## src/rtl/fetch_controller.sv

```systemverilog
// Instruction fetch front end: PC sequencing, 2-entry {PC, Instruction} buffer, RUN/HALT control.
// Optional FETCH_PERF_EN adds saturating FetchCount/StallCount performance counters.

package fetch_controller_pkg;
    localparam int unsigned ADDR_W = 32;
    localparam int unsigned DATA_W = 32;
    localparam int unsigned CNT_W  = 2;
    localparam int unsigned PERF_W = 16;

    typedef struct packed {
        logic [ADDR_W-1:0] pc;
        logic [DATA_W-1:0] instr;
    } fetch_entry_t;

    typedef enum logic {
        ST_RUN  = 1'b0,
        ST_HALT = 1'b1
    } fetch_state_t;
endpackage

module fetch_controller
    import fetch_controller_pkg::*;
#(
    parameter logic [31:0]  PC_RESET  = 32'd0,
    parameter int unsigned  MEM_DEPTH = 64
) (
    input  logic        clk,
    input  logic        reset,
    output logic [31:0] ReadAddress,
    input  logic [31:0] Instruction,
    input  logic        Stall,
    input  logic        Redirect,
    input  logic [31:0] RedirectAddress,
    output logic        FetchValid,
    input  logic        FetchReady,
    output logic [31:0] FetchInstruction,
    output logic [31:0] FetchPC,
    output logic        FetchDone
`ifdef FETCH_PERF_EN
    ,
    output logic [15:0] FetchCount,
    output logic [15:0] StallCount
`endif
);

    localparam logic [ADDR_W-1:0] DEPTH = ADDR_W'(MEM_DEPTH);

    fetch_state_t       state_q, state_d;
    logic [ADDR_W-1:0]  pc_q, pc_d;
    logic [CNT_W-1:0]   count_q, count_d;
    fetch_entry_t       head_q, head_d;
    fetch_entry_t       tail_q, tail_d;
    fetch_entry_t       new_entry;
    logic               valid_q, valid_d;
    logic               done_q, done_d;
    logic               pop;
    logic               push;
    logic [ADDR_W-1:0]  pc_inc;

    assign ReadAddress      = pc_q;
    assign FetchValid       = valid_q;
    assign FetchInstruction = head_q.instr;
    assign FetchPC          = head_q.pc;
    assign FetchDone        = done_q;

    // State register
    always_ff @(posedge clk) begin
        if (reset) begin
            state_q <= ST_RUN;
            pc_q    <= PC_RESET;
            count_q <= '0;
            head_q  <= '0;
            tail_q  <= '0;
            valid_q <= 1'b0;
            done_q  <= 1'b0;
        end else begin
            state_q <= state_d;
            pc_q    <= pc_d;
            count_q <= count_d;
            head_q  <= head_d;
            tail_q  <= tail_d;
            valid_q <= valid_d;
            done_q  <= done_d;
        end
    end

    // Next-state: redirect wins over push/pop; the buffer shifts so the head is always slot 0
    always_comb begin
        state_d   = state_q;
        pc_d      = pc_q;
        count_d   = count_q;
        head_d    = head_q;
        tail_d    = tail_q;
        pc_inc    = pc_q + ADDR_W'(1);
        new_entry = '{pc: pc_q, instr: Instruction};
        pop       = valid_q && FetchReady;
        push      = (state_q == ST_RUN) && !Stall && !Redirect
                    && ((count_q < CNT_W'(2)) || pop);

        if (Redirect) begin
            count_d = '0;
            if (RedirectAddress < DEPTH) begin
                pc_d    = RedirectAddress;
                state_d = ST_RUN;
            end else begin
                // Out-of-range targets park the PC at the end of memory
                pc_d    = DEPTH;
                state_d = ST_HALT;
            end
        end else begin
            unique case ({push, pop})
                2'b10: begin
                    if (count_q == CNT_W'(0)) begin
                        head_d = new_entry;
                    end else begin
                        tail_d = new_entry;
                    end
                    count_d = count_q + CNT_W'(1);
                end
                2'b01: begin
                    if (count_q == CNT_W'(2)) begin
                        head_d = tail_q;
                    end
                    count_d = count_q - CNT_W'(1);
                end
                2'b11: begin
                    if (count_q == CNT_W'(1)) begin
                        head_d = new_entry;
                    end else begin
                        head_d = tail_q;
                        tail_d = new_entry;
                    end
                end
                default: ;
            endcase

            if (push) begin
                pc_d = pc_inc;
                if (pc_inc == DEPTH) begin
                    state_d = ST_HALT;
                end
            end
        end

        valid_d = (count_d != CNT_W'(0));
        done_d  = (state_d == ST_HALT) && (count_d == CNT_W'(0));
    end

`ifdef FETCH_PERF_EN
    logic [PERF_W-1:0] fetch_cnt_q;
    logic [PERF_W-1:0] stall_cnt_q;

    assign FetchCount = fetch_cnt_q;
    assign StallCount = stall_cnt_q;

    // Saturating counters; pops discarded by a redirect are not counted
    always_ff @(posedge clk) begin
        if (reset) begin
            fetch_cnt_q <= '0;
            stall_cnt_q <= '0;
        end else begin
            if (pop && !Redirect && (fetch_cnt_q != {PERF_W{1'b1}})) begin
                fetch_cnt_q <= fetch_cnt_q + PERF_W'(1);
            end
            if ((state_q == ST_RUN) && Stall && (stall_cnt_q != {PERF_W{1'b1}})) begin
                stall_cnt_q <= stall_cnt_q + PERF_W'(1);
            end
        end
    end
`endif

endmodule

```

## config.mk

```make
export PLATFORM = sky130hd
export DESIGN_NAME = fetch_controller
export DESIGN_NICKNAME = d
export VERILOG_FILES = /design/src/rtl/fetch_controller.sv
export SDC_FILE = /design/constraint.sdc
export NUM_CORES = 1
export LEC_CHECK = 0
export CORE_MARGIN = 3
export CORE_UTILIZATION = 51
export DETAILED_ROUTE_END_ITERATION = 10
export PLACE_DENSITY = 0.91
export SYNTH_ARGS = -nofsm -noshare
export SYNTH_HDL_FRONTEND = slang
export SYNTH_SLANG_ARGS = --single-unit
```

## constraint.sdc

```tcl
create_clock -name clk -period 3.1 [get_ports clk]
set_input_delay 0.465 -clock clk [delete_from_list [all_inputs] [get_ports clk]]
set_output_delay 0.465 -clock clk [all_outputs]
set_load 0.03 [all_outputs]
```

# == Word level (Yosys, flattened, before mapping) ==
# Cells that the tools add are included.
# classes
n_addsub,3
magnitude_cmp,2
n_eq_ne,10
mux,16
bitwise_logic,2
n_reduce_logical,16
# op_table
operator,count
$mux 64,5
$pmux 64 s3,1
$pmux 64 s2,1
$mux 32,3
$add 32x1->32 const B,1
$eq 32x7->1 const B,1
$lt 32x7->1 const B,1
$ne 2x2->1 const B,4
$reduce_and 4->1,2
$eq 2x2->1 const B,3
$reduce_bool 2->1,3
$logic_and 1x1->1,5
$eq 2x1->1 const B,2
$logic_not 2->1,2
$mux 1,4
$pmux 2 s2,1
$reduce_bool 3->1,1
$add 2x1->2 const B,1
$logic_not 1->1,2
$lt 2x2->1 const B,1
$mux 2,1
$not 1->1,2
$sub 2x1->2 const B,1
$logic_or 1x1->1,1
# totals
ff_bits,165
out_inout_bits,98
wordCells,58

# == Logic depth before layout (Yosys ltp) ==
# Gate-level depths: netlist of the first run.
# depth
word_depth,9
mapped_depth,13
mapped_depth_nobuf,13

# == Worst setup path after synthesis of the first run ==
# Ideal clock, no wire load.
# synth_path
kind,flip-flop to flip-flop
from,"register valid_q, in the netlist FetchValid"
to,register head_q (netlist bit FetchPC[29])
setup_time_ns,0.086
arrival_ns,2.566
required_ns,3.014
setup_slack_ns,0.448
path_stages_with_launch,13
cell_sequence,dfxtp_1 > nand2_1 > inv_1 > o21ai_0 > nor2_1 > ha_1 > clkbuf_1 > nor3_1 > nor3_1 > clkbuf_1 > buf_1 > nor2_1 > a211oi_1
# synth_via
elab_chain_len,6
elab_cells_between_ends,11
# synth_rtl
item,line_no,text
"start, declared",54,"logic valid_q, valid_d;"
"start signal, assigned",82,valid_q <= valid_d;
$logic_and 1x1->1 (*),96,pop = valid_q && FetchReady;
$logic_or 1x1->1,98,&& ((count_q < CNT_W'(2)) || pop);
$logic_and 1x1->1,98,
$eq 2x1->1 / $eq 2x2->1 (equally long branches),111,"unique case ({push, pop})"
$ne 2x2->1 (no source line) / $reduce_bool 3->1 (equally long branches),--,
$reduce_and 4->1 (no source line),--,
"end signal, assigned",72,head_q <= '0;
"end signal, assigned",80,head_q <= head_d;
"end, declared",51,"fetch_entry_t head_q, head_d;"
# Every way passes the cells marked *; elsewhere a longest branch is shown, timed or not.
# A chain may end at the register's enable or synchronous reset.

# == Worst setup path after layout of the first run ==
# layout_path
from,input port FetchReady
to,register head_q (netlist bit FetchPC[23])
# layout_via
elab_chain_len,6
elab_cells_between_ends,11
# layout_rtl
item,line_no,text
"start, declared",35,"input logic FetchReady,"
$logic_and 1x1->1 (*),96,
$logic_or 1x1->1,98,
$logic_and 1x1->1,98,
$eq 2x1->1 / $eq 2x2->1 (equally long branches),111,
$ne 2x2->1 (no source line) / $reduce_bool 3->1 (equally long branches),--,
$reduce_and 4->1 (no source line),--,
# Marks and branches as above.

==> impl_metrics.yaml, run 1 <==
run_status:
  status: "completed"
grt:
  grt_pass1_wl_um: 33400
  grt_pass1_vias: 6707
  track_usage: 0.253
  antenna_found_initial: 1
  grt_overflow_total: 0
  grt_max_degree: 91
sta:
  fmax_mhz: 363
  slew_headroom: 0.463
  slew_viol_final: 0
  fin_crit_sh: 0.888
  clock_skew_ns: 0.00759
  setup_viol: 0
  hold_violations: 0
  grt_setup_unrepaired: "false"
  worstMarginPinSlew_ns: 0.805
  min_period_ns: 2.75
job:
  cap_viol_max_count: 0
cells_and_area:
  final_cell_count_no_fill: 1225
  multiInputGateArea_um2: 3700
  seqCellArea_um2: 3300
  area_delta_synth_final_pct: 30.7
  drive_above_1_share: 0.0661
  nNetsFinal: 1108
  fin_area_um2: 9730
  fillers: 1121
synthesis:
  synth.top_cell.area_share: 0.444
  async_flop_share: 0
  syn-instance-count: 917
  synth_area_leaders: "dfxtp_1 (44%), nand2_1 (7.7%), a211oi_1 (6.6%)"
  synth_area_leader_cell: "dfxtp_1"
  synth_most_common_cell: "dfxtp_1"
  synthTopCellsByCount: "dfxtp_1 (165), nand2_1 (152), nor2_1 (110)"
  synth_cell_types: 51
  synth_warnings: 0
  synth.yosys.seq_area_share: 0.444
  synthFlopType: "dfxtp_1"
  syn_area_per_cell_um2: 8.12
  synth.ff_latch_count: 165
  synth-edff-count: 0
  syn_area_um2: 7450
  synth_fp_nets: 994
placement:
  gp_routability_congestion: 0.942
  port_buffers: 166
  hpwl_um: 13700
  placed_cells: 1192
  place_area_um2: 9140
cts:
  tritoncts: "yes"
  cts.sinks: 165
  path_clk_slew_ns: 0.06
  post-cts-setup-buffers: 0
  cts-root-buf: "clkbuf_16"
  cts_resized: 0
  numCtsBuffers: 17
  cts_max_level: 4
  cts_buffer_depth: 2
  hold_buffers: 0
  clk_latency_ns: 0.43
route:
  drtPass1Iterations: 6
  vias: 7220
  ant_nets: 0
  wirelength_um: 20500
  avgViaCountPerCell: 5.89
  drc: 0
  avgRoutedWirePerCell_um: 16.7
  dr.first_iter.drc_count: 713
die:
  die_h_um: 127
  start_util: 0.528
  num_rows: 43
  ioPinCount: 167
  die_w_um: 127
  dieArea_um2: 16100
  core_area_um2: 14100
setup_path:
  cpPeakStageDelay_ns: 0.46
  required_ns: 3.43
  cp_max_fo: 38
  cp_slowest_cell: "clkdlybuf4s50_1"
  crit_top_cell: "inv_1"
  worstSetupEndpointType: "flop"
  start_kind: "input port"
  cp_data_arrival_time_ns: 3.08
  cp_cell_sequence: "clkdlybuf4s50_1, nand2_1, inv_1, o21ai_0, nor2_1, inv_1, ha_1, inv_1, o22ai_1, nor3_2, buf_4, nor2_1, a211oi_1"
  crit_type: "in -> reg"
power_and_ir_drop:
  vdd_drop_max_v: 0.000328
  leakage_nw: 3.21
  powerDensity_nw_per_um2: 489
min_path:
  hold_path_class: "reg -> reg"
==> area by class of cell <==
class	count	area share
multi-input combinational	650	0.381
inverter	9	0.00347
clock inverter	13	0.0136
clock buffer	19	0.0466
tap	180	0.0232
timing repair buffer	188	0.193
sequential	165	0.340
antenna	1	0.000257
==> cells in the final DEF, fill, tap and decap left out, drive strengths merged, types with 6 or more instances in the layout <==
cell type        n
a211oi          65
a21oi           76
a22oi           65
and3            12
buf             23
clkbuf          19
clkdlybuf4s50  165
clkinv           7
dfxtp          165
ha               8
inv              9
nand2          152
nand3           15
nand4           25
nor2           111
nor3            11
nor4            11
o21ai           12
or3              6
xnor2           17
xor2            22
==> state kept, by name, indices dropped and copies added (netlist names) <==
| name | count |
|---|---|
| FetchValid | 1 |
| state_q | 1 |
| FetchPC | 32 |
| FetchInstruction | 32 |
| FetchDone | 1 |
| ReadAddress | 32 |
| count_q | 2 |
| tail_q | 64 |
==> report_power, final <==
group          switching (mW)  internal [mW]  total [mW]
Combinational           0.262          0.218       0.480
Sequential             0.0354           2.18        2.21
Clock                   0.848           1.22        2.07
==> per-layer routing <==
metal | up-vias | global-route usage | wire, um
met5 | - | 0 | 0
met4 | 0 | 0.114 | 661
met3 | 52 | 0.0552 | 1630
met2 | 362 | 0.410 | 9870
met1 | 3339 | 0.323 | 8310
li1 | 3467 | - | -
==> metrics by stage <==
step	setup TNS, ns	hold slack, ns	total power, mW	util	worst slack [ns]
final	0	0.452	4.76	0.690	0.346
after global routing	0	0.470	4.91	0.690	0.102
after CTS	0	0.454	4.79	0.690	0.325
after detailed placement	-1.21	0.446	2.74	0.648	-0.0565
after global placement	0	0.441	2.72	0.648	0.172
after floorplan	0	0.436	2.51	-	0.448
==> worst paths after layout <==
path	endpoint	cells past startpoint	from	slack [ns]
setup / recovery	FetchPC[23]$_SDFFE_PP0P_	13	FetchReady	0.35
hold / removal	tail_q[4]$_SDFFE_PP0P_	2	tail_q[4]$_SDFFE_PP0P_	0.45
setup reg to reg	FetchPC[23]$_SDFFE_PP0P_	12	FetchValid$_SDFF_PP0_	0.50
hold reg to reg	tail_q[4]$_SDFFE_PP0P_	2	tail_q[4]$_SDFFE_PP0P_	0.45
==> critical path, delay by kind of cell <==
kind	cells	cell delay (ns)
compound gates	3	0.46
buf+inv	5	1.13
fa+ha+maj	1	0.31
simple gates	4	0.72
==> cells by family (layout without fill, tap and decap cells) <==
logic type | after synthesis | after routing | synth area share
AOI/OAI and AO/OA | 246 | 246 | 0.223
xor gates and xnor gates | 39 | 39 | 0.0459
adders and majority gates | 8 | 8 | 0.0134
buffers and inverters | 102 | 229 | 0.0613
DFF | 165 | 165 | 0.444
muxes | 2 | 2 | 0.00269
other | 0 | 1 | 0
and+or+nand+nor | 355 | 355 | 0.210
(Power assumes the default switching activity.)
==> run 2, diff against run 1 <==
- SETUP_SLACK_MARGIN: not set -> 0.2
- clock period: 3.1 -> 2.6 ns (I/O delays scaled with it)
==> run 2 against run 1 <==
Effect of this change:
- critical path depth did not move
- clock-buffer cell count stayed put
- final cell count up 2.7%
- highest routed layer unchanged
- wire length increased by 1.5%
- sequential power increased by 19%
- register-to-register slack worse by 0.20 ns
- non-clock buffer count rose by 34
- utilization is 2.7 points higher
- cell area is 3.9% higher
- via count up 1.2%
==> impl_metrics.yaml, run 2 (same netlist as run 1, synthesis figures left out) <==
cells_and_area:
  fin_area_um2: 10100
  final_cell_count_no_fill: 1258
  largest_reg_flops: 64
  nNetsFinal: 1142
  area_delta_synth_final_pct: 35.7
  regMostFlops: "tail_q"
  final_common_cell: "clkdlybuf4s50_1"
  diodes: 0
  mostFrequentLayoutCells: "clkdlybuf4s50_1 (165), dfxtp_1 (159), nand2_1 (152)"
  drive_above_1_share: 0.109
sta:
  worstMarginPinSlew_ns: 0.573
  slew_viol_final: 0
  setup_viol: 0
  slew_headroom: 0.618
  fin_crit_sh: 0.883
  hold_violations: 0
  clock_skew_ns: 0.00829
  grt_setup_unrepaired: "true"
  fin_tns_setup_ns: 0
  fmax_mhz: 436
  min_period_ns: 2.30
grt:
  grt_max_degree: 56
  grt_pass1_vias: 6985
  grt_overflow_total: 0
  antenna_found_initial: 0
  grt_pass1_wl_um: 34500
  track_usage: 0.260
power_and_ir_drop:
  p_sw_frac: 0.243
  vdd_drop_max_v: 0.000388
  p_sw_mw: 1.38
  seqPwrFrac: 0.463
  p_clk_frac: 0.432
  powerDensity_nw_per_um2: 563
  internal_power_mw: 4.31
  leakage_nw: 3.42
  combPwrFrac: 0.105
route:
  avgRoutedWirePerCell_um: 16.5
  dr.first_iter.drc_count: 630
  ant_nets: 0
  avgViaCountPerCell: 5.81
  drc: 0
  vias: 7310
  drtPass1Iterations: 5
  wirelength_um: 20800
placement:
  gp_routability_congestion: 0.906
  placed_cells: 1225
  port_buffers: 166
  place_area_um2: 9460
  hpwl_um: 14300
setup_path:
  cp_data_arrival_time_ns: 2.63
  crit_type: "in -> reg"
  worstSetupEndpointType: "flop"
  start_kind: "input port"
  required_ns: 2.94
  cp_max_fo: 34
die:
  die_h_um: 127
  num_rows: 43
  start_util: 0.528
  ioPinCount: 167
  core_area_um2: 14100
  die_w_um: 127
  dieArea_um2: 16100
cts:
  cts_max_level: 4
  cts.sinks: 165
  cts_buffer_depth: 2
  path_clk_slew_ns: 0.06
  clk_latency_ns: 0.43
  tritoncts: "yes"
  numCtsBuffers: 17
  hold_buffers: 0
  cts-root-buf: "clkbuf_16"
job:
  cap_viol_max_count: 0
run_status:
  status: "completed"
min_path:
  hold_path_class: "in -> reg"
## run 2: cell count changes in the layout (fill, tap and decap cells not counted), moves of 2 or more
cell	previous run	this run
nor2_2	1	3
buf_12	4	10
clkinvlp_4	4	0
buf_4	19	46
ha_2	0	2
clkinv_4	2	5
and3_1	12	10
nor2_1	110	108
dfxtp_1	165	159
dfxtp_2	0	6
ha_1	8	5
o21ai_0	10	8
## run 2: power groups by stage
stage / combinational (mW) / clock (mW) / sequential, mW
floorplan: 0.210 / 0 / 2.78
global placement: 0.579 / 0 / 2.69
detailed placement: 0.590 / 0 / 2.69
CTS: 0.592 / 2.48 / 2.63
global route: 0.640 / 2.59 / 2.64
finish: 0.597 / 2.46 / 2.64
## run 2: area by class of cell
type / instances / area (um2)
clock buffers: 19 / 443
clock inverters: 13 / 134
fillers: 1064 / 3990
inverters: 9 / 33.8
multi-input cells: 650 / 3750
flip-flops and latches: 165 / 3310
well taps: 180 / 225
repair buffers: 222 / 2210
## run 2: worst paths after layout
kind,from,slack [ns],endpoint,cells after the start
worst max-delay path,Stall,0.30,FetchPC[19]$_SDFFE_PP0P_,13
worst max register to register,ReadAddress[0]$_SDFFE_PP0P_,0.30,state_q$_SDFF_PP0_,8
worst min-delay path,reset,0.36,ReadAddress[5]$_SDFFE_PP0P_,2
worst min register to register,tail_q[10]$_SDFFE_PP0P_,0.45,tail_q[10]$_SDFFE_PP0P_,2
## run 2: timing repair
item                                    CTS  global route
gates resized for setup                   0            19
endpoints found under the setup margin    0           118
setup buffers                             0             1
## run 2: metrics by stage
stage          setup WS (ns)  hold slack, ns   util  power, mW
6_report               0.305           0.360  0.717       5.69
3_5_place_dp          -0.187           0.446  0.671       3.28
4_1_cts                0.213           0.345  0.712       5.70
2_1_floorplan          0.224           0.436      -       2.99
5_1_grt                0.144           0.378  0.717       5.87
3_3_place_gp         -0.0216           0.440  0.671       3.27
## run 2: critical path, cell delays in order
cell	delay (ns)
clkdlybuf4s50_1	0.39
nor2_1	0.21
o21ai_2	0.11
nor2_2	0.17
inv_1	0.08
ha_2	0.23
inv_1	0.07
o22ai_1	0.07
nor3_2	0.23
buf_12	0.19
buf_12	0.18
nor2_1	0.07
a211oi_1	0.21
## run 2: routing by layer
metal / global-route usage / share of wire / vias to the layer above
met5: 0 / 0 / -
met4: 0.105 / 0.025 / 0
met3: 0.0745 / 0.077 / 48
met2: 0.417 / 0.49 / 286
met1: 0.330 / 0.41 / 3431
li1: - / - / 3545
==> run 3, diff against run 2 <==
- PLACE_DENSITY: 0.91 -> 0.81
- REMOVE_ABC_BUFFERS: not set -> 1
==> run 3 against run 2 <==
Effect of this change:
- critical path depth fell by 4
- setup slack improved by 0.025 ns
- global-route usage is 1.2 points lower
- register-to-register slack better by 0.03 ns
- fmax is 1.1% higher
- sequential power is essentially flat
- via count is 1.4% lower
- combinational power is 3% higher
- critical endpoint is now tail_q[5]$_SDFFE_PP0P_
- largest cell class unchanged
==> impl_metrics.yaml, run 3 (same netlist as run 1, synthesis figures left out) <==
cells_and_area:
  diodes: 0
  regMostFlops: "tail_q"
  area_delta_synth_final_pct: 37.4
  final_core_util: 0.726
  largest_reg_flops: 64
  drive_above_1_share: 0.113
  final_common_cell: "clkdlybuf4s50_1"
  final_cell_count_no_fill: 1269
  nNetsFinal: 1154
  mostFrequentLayoutCells: "clkdlybuf4s50_1 (165), dfxtp_1 (162), nand2_1 (152)"
  fin_area_um2: 10200
placement:
  port_buffers: 166
  gp_routability_congestion: 0.891
  hpwl_um: 13500
  placed_cells: 1234
  place_area_um2: 9550
die:
  die_w_um: 127
  ioPinCount: 167
  die_h_um: 127
  start_util: 0.528
  dieArea_um2: 16100
  num_rows: 43
  core_area_um2: 14100
cts:
  hold_buffers: 0
  tritoncts: "yes"
  cts_max_level: 4
  cts-root-buf: "clkbuf_16"
  numCtsBuffers: 17
  clk_latency_ns: 0.42
  path_clk_slew_ns: 0.06
  cts_buffer_depth: 2
  cts.sinks: 165
route:
  vias: 7209
  avgRoutedWirePerCell_um: 16.2
  wirelength_um: 20600
  drtPass1Iterations: 7
  avgViaCountPerCell: 5.68
  drc: 0
  dr.first_iter.drc_count: 696
  ant_nets: 0
sta:
  hold_violations: 0
  min_period_ns: 2.27
  slew_viol_final: 0
  fin_tns_setup_ns: 0
  clock_skew_ns: 0.00625
  fmax_mhz: 441
  fin_crit_sh: 0.873
  setup_viol: 0
  slew_headroom: 0.442
  grt_setup_unrepaired: "true"
  worstMarginPinSlew_ns: 0.838
min_path:
  whs_path_depth: 2
  min_to: "tail_q[33]$_SDFFE_PP0P_"
  hold_path_class: "reg -> reg"
  hp-start: "tail_q[33]$_SDFFE_PP0P_"
power_and_ir_drop:
  vdd_drop_max_v: 0.000554
  p_sw_frac: 0.234
  p_sw_mw: 1.30
  internal_power_mw: 4.27
  combPwrFrac: 0.110
  power.total_mw: 5.57
  leakage_nw: 3.46
  powerDensity_nw_per_um2: 545
  p_clk_frac: 0.418
  seqPwrFrac: 0.472
setup_path:
  start_kind: "flop"
  r2r_start: "count_q[1]$_SDFF_PP0_"
  cp_data_arrival_time_ns: 2.61
  worstSetupEndpointType: "flop"
  required_ns: 2.94
  reg2regPathDepth: 9
  reg2reg_slack_ns: 0.33
  r2r_end: "tail_q[5]$_SDFFE_PP0P_"
  cp_max_fo: 20
  crit_type: "reg -> reg"
grt:
  met2_usage: 0.417
  grt_pass1_wl_um: 33000
  gr-usage-met3: 0.0552
  grt_use_met1: 0.320
  grt_overflow_total: 0
  grt.busiest_layer: "met2"
  track_usage: 0.248
  antenna_found_initial: 0
  grt_max_degree: 81
  grt_pass1_vias: 6791
run_status:
  status: "completed"
job:
  cap_viol_max_count: 0
==> run 3: cell count changes in the layout (fill, tap and decap cells not counted), sizes merged <==
cell / previous run / this run
clkbuf: 19 / 30
buf: 57 / 67
bufinv: 2 / 1
clkinv: 11 / 2
==> run 3: repair_timing <==
action	CTS	global route
setup buffers	0	2
gates cloned	0	2
setup endpoints to repair	2	129
pin swaps	0	7
gates resized for setup	2	23
==> run 3: metrics by stage <==
step                      worst slack, ns  hold WS [ns]
after floorplan                     -5.96         0.430
after global placement            -0.0748         0.441
after detailed placement           -0.169         0.446
after CTS                           0.217         0.454
after global routing                0.132         0.466
final                               0.330         0.452
==> run 3: routing by layer <==
metal | part of all wire | up-vias
li1 | - | 3554
met1 | 0.43 | 3386
met2 | 0.49 | 238
met3 | 0.063 | 31
met4 | 0.015 | 0
met5 | 0 | -
==> run 3: final cells by class <==
cell class / count / area (um2)
Clock buffer: 28 / 497
Clock inverter: 3 / 43.8
Fill cell: 1103 / 3870
Inverter: 9 / 33.8
Multi-Input combinational cell: 650 / 3770
Sequential cell: 165 / 3310
Tap cell: 180 / 225
Timing Repair Buffer: 234 / 2350
==> run 3: how the worst max path moves through the flow <==
stage,start,endpoint,cells past startpoint
floorplan,FetchValid$_SDFF_PP0_,FetchInstruction[0]$_SDFFE_PP0P_,10
global placement,FetchReady,tail_q[63]$_SDFFE_PP0P_,11
detailed placement,FetchReady,FetchInstruction[8]$_SDFFE_PP0P_,14
CTS,ReadAddress[1]$_SDFFE_PP0P_,state_q$_SDFF_PP0_,8
global route,count_q[1]$_SDFF_PP0_,tail_q[56]$_SDFFE_PP0P_,9
finish,count_q[1]$_SDFF_PP0_,tail_q[5]$_SDFFE_PP0P_,9
==> run 3: critical path, stage by stage (launching register included) <==
cell	delay [ns]
dfxtp_1	0.40
inv_1	0.10
o21ai_1	0.22
nor2_2	0.10
ha_1	0.23
buf_4	0.16
o211ai_1	0.37
buf_4	0.35
nand2_1	0.09
a21oi_1	0.14
==> run 3: power groups by stage <==
| stage | registers, mW | logic [mW] | clock network, mW |
|---|---|---|---|
| 6_report | 2.63 | 0.614 | 2.33 |
| 5_1_grt | 2.64 | 0.663 | 2.47 |
| 4_1_cts | 2.63 | 0.600 | 2.35 |
| 3_5_place_dp | 2.69 | 0.596 | 0 |
| 3_3_place_gp | 2.68 | 0.588 | 0 |
| 2_1_floorplan | 2.79 | 0.176 | 0 |
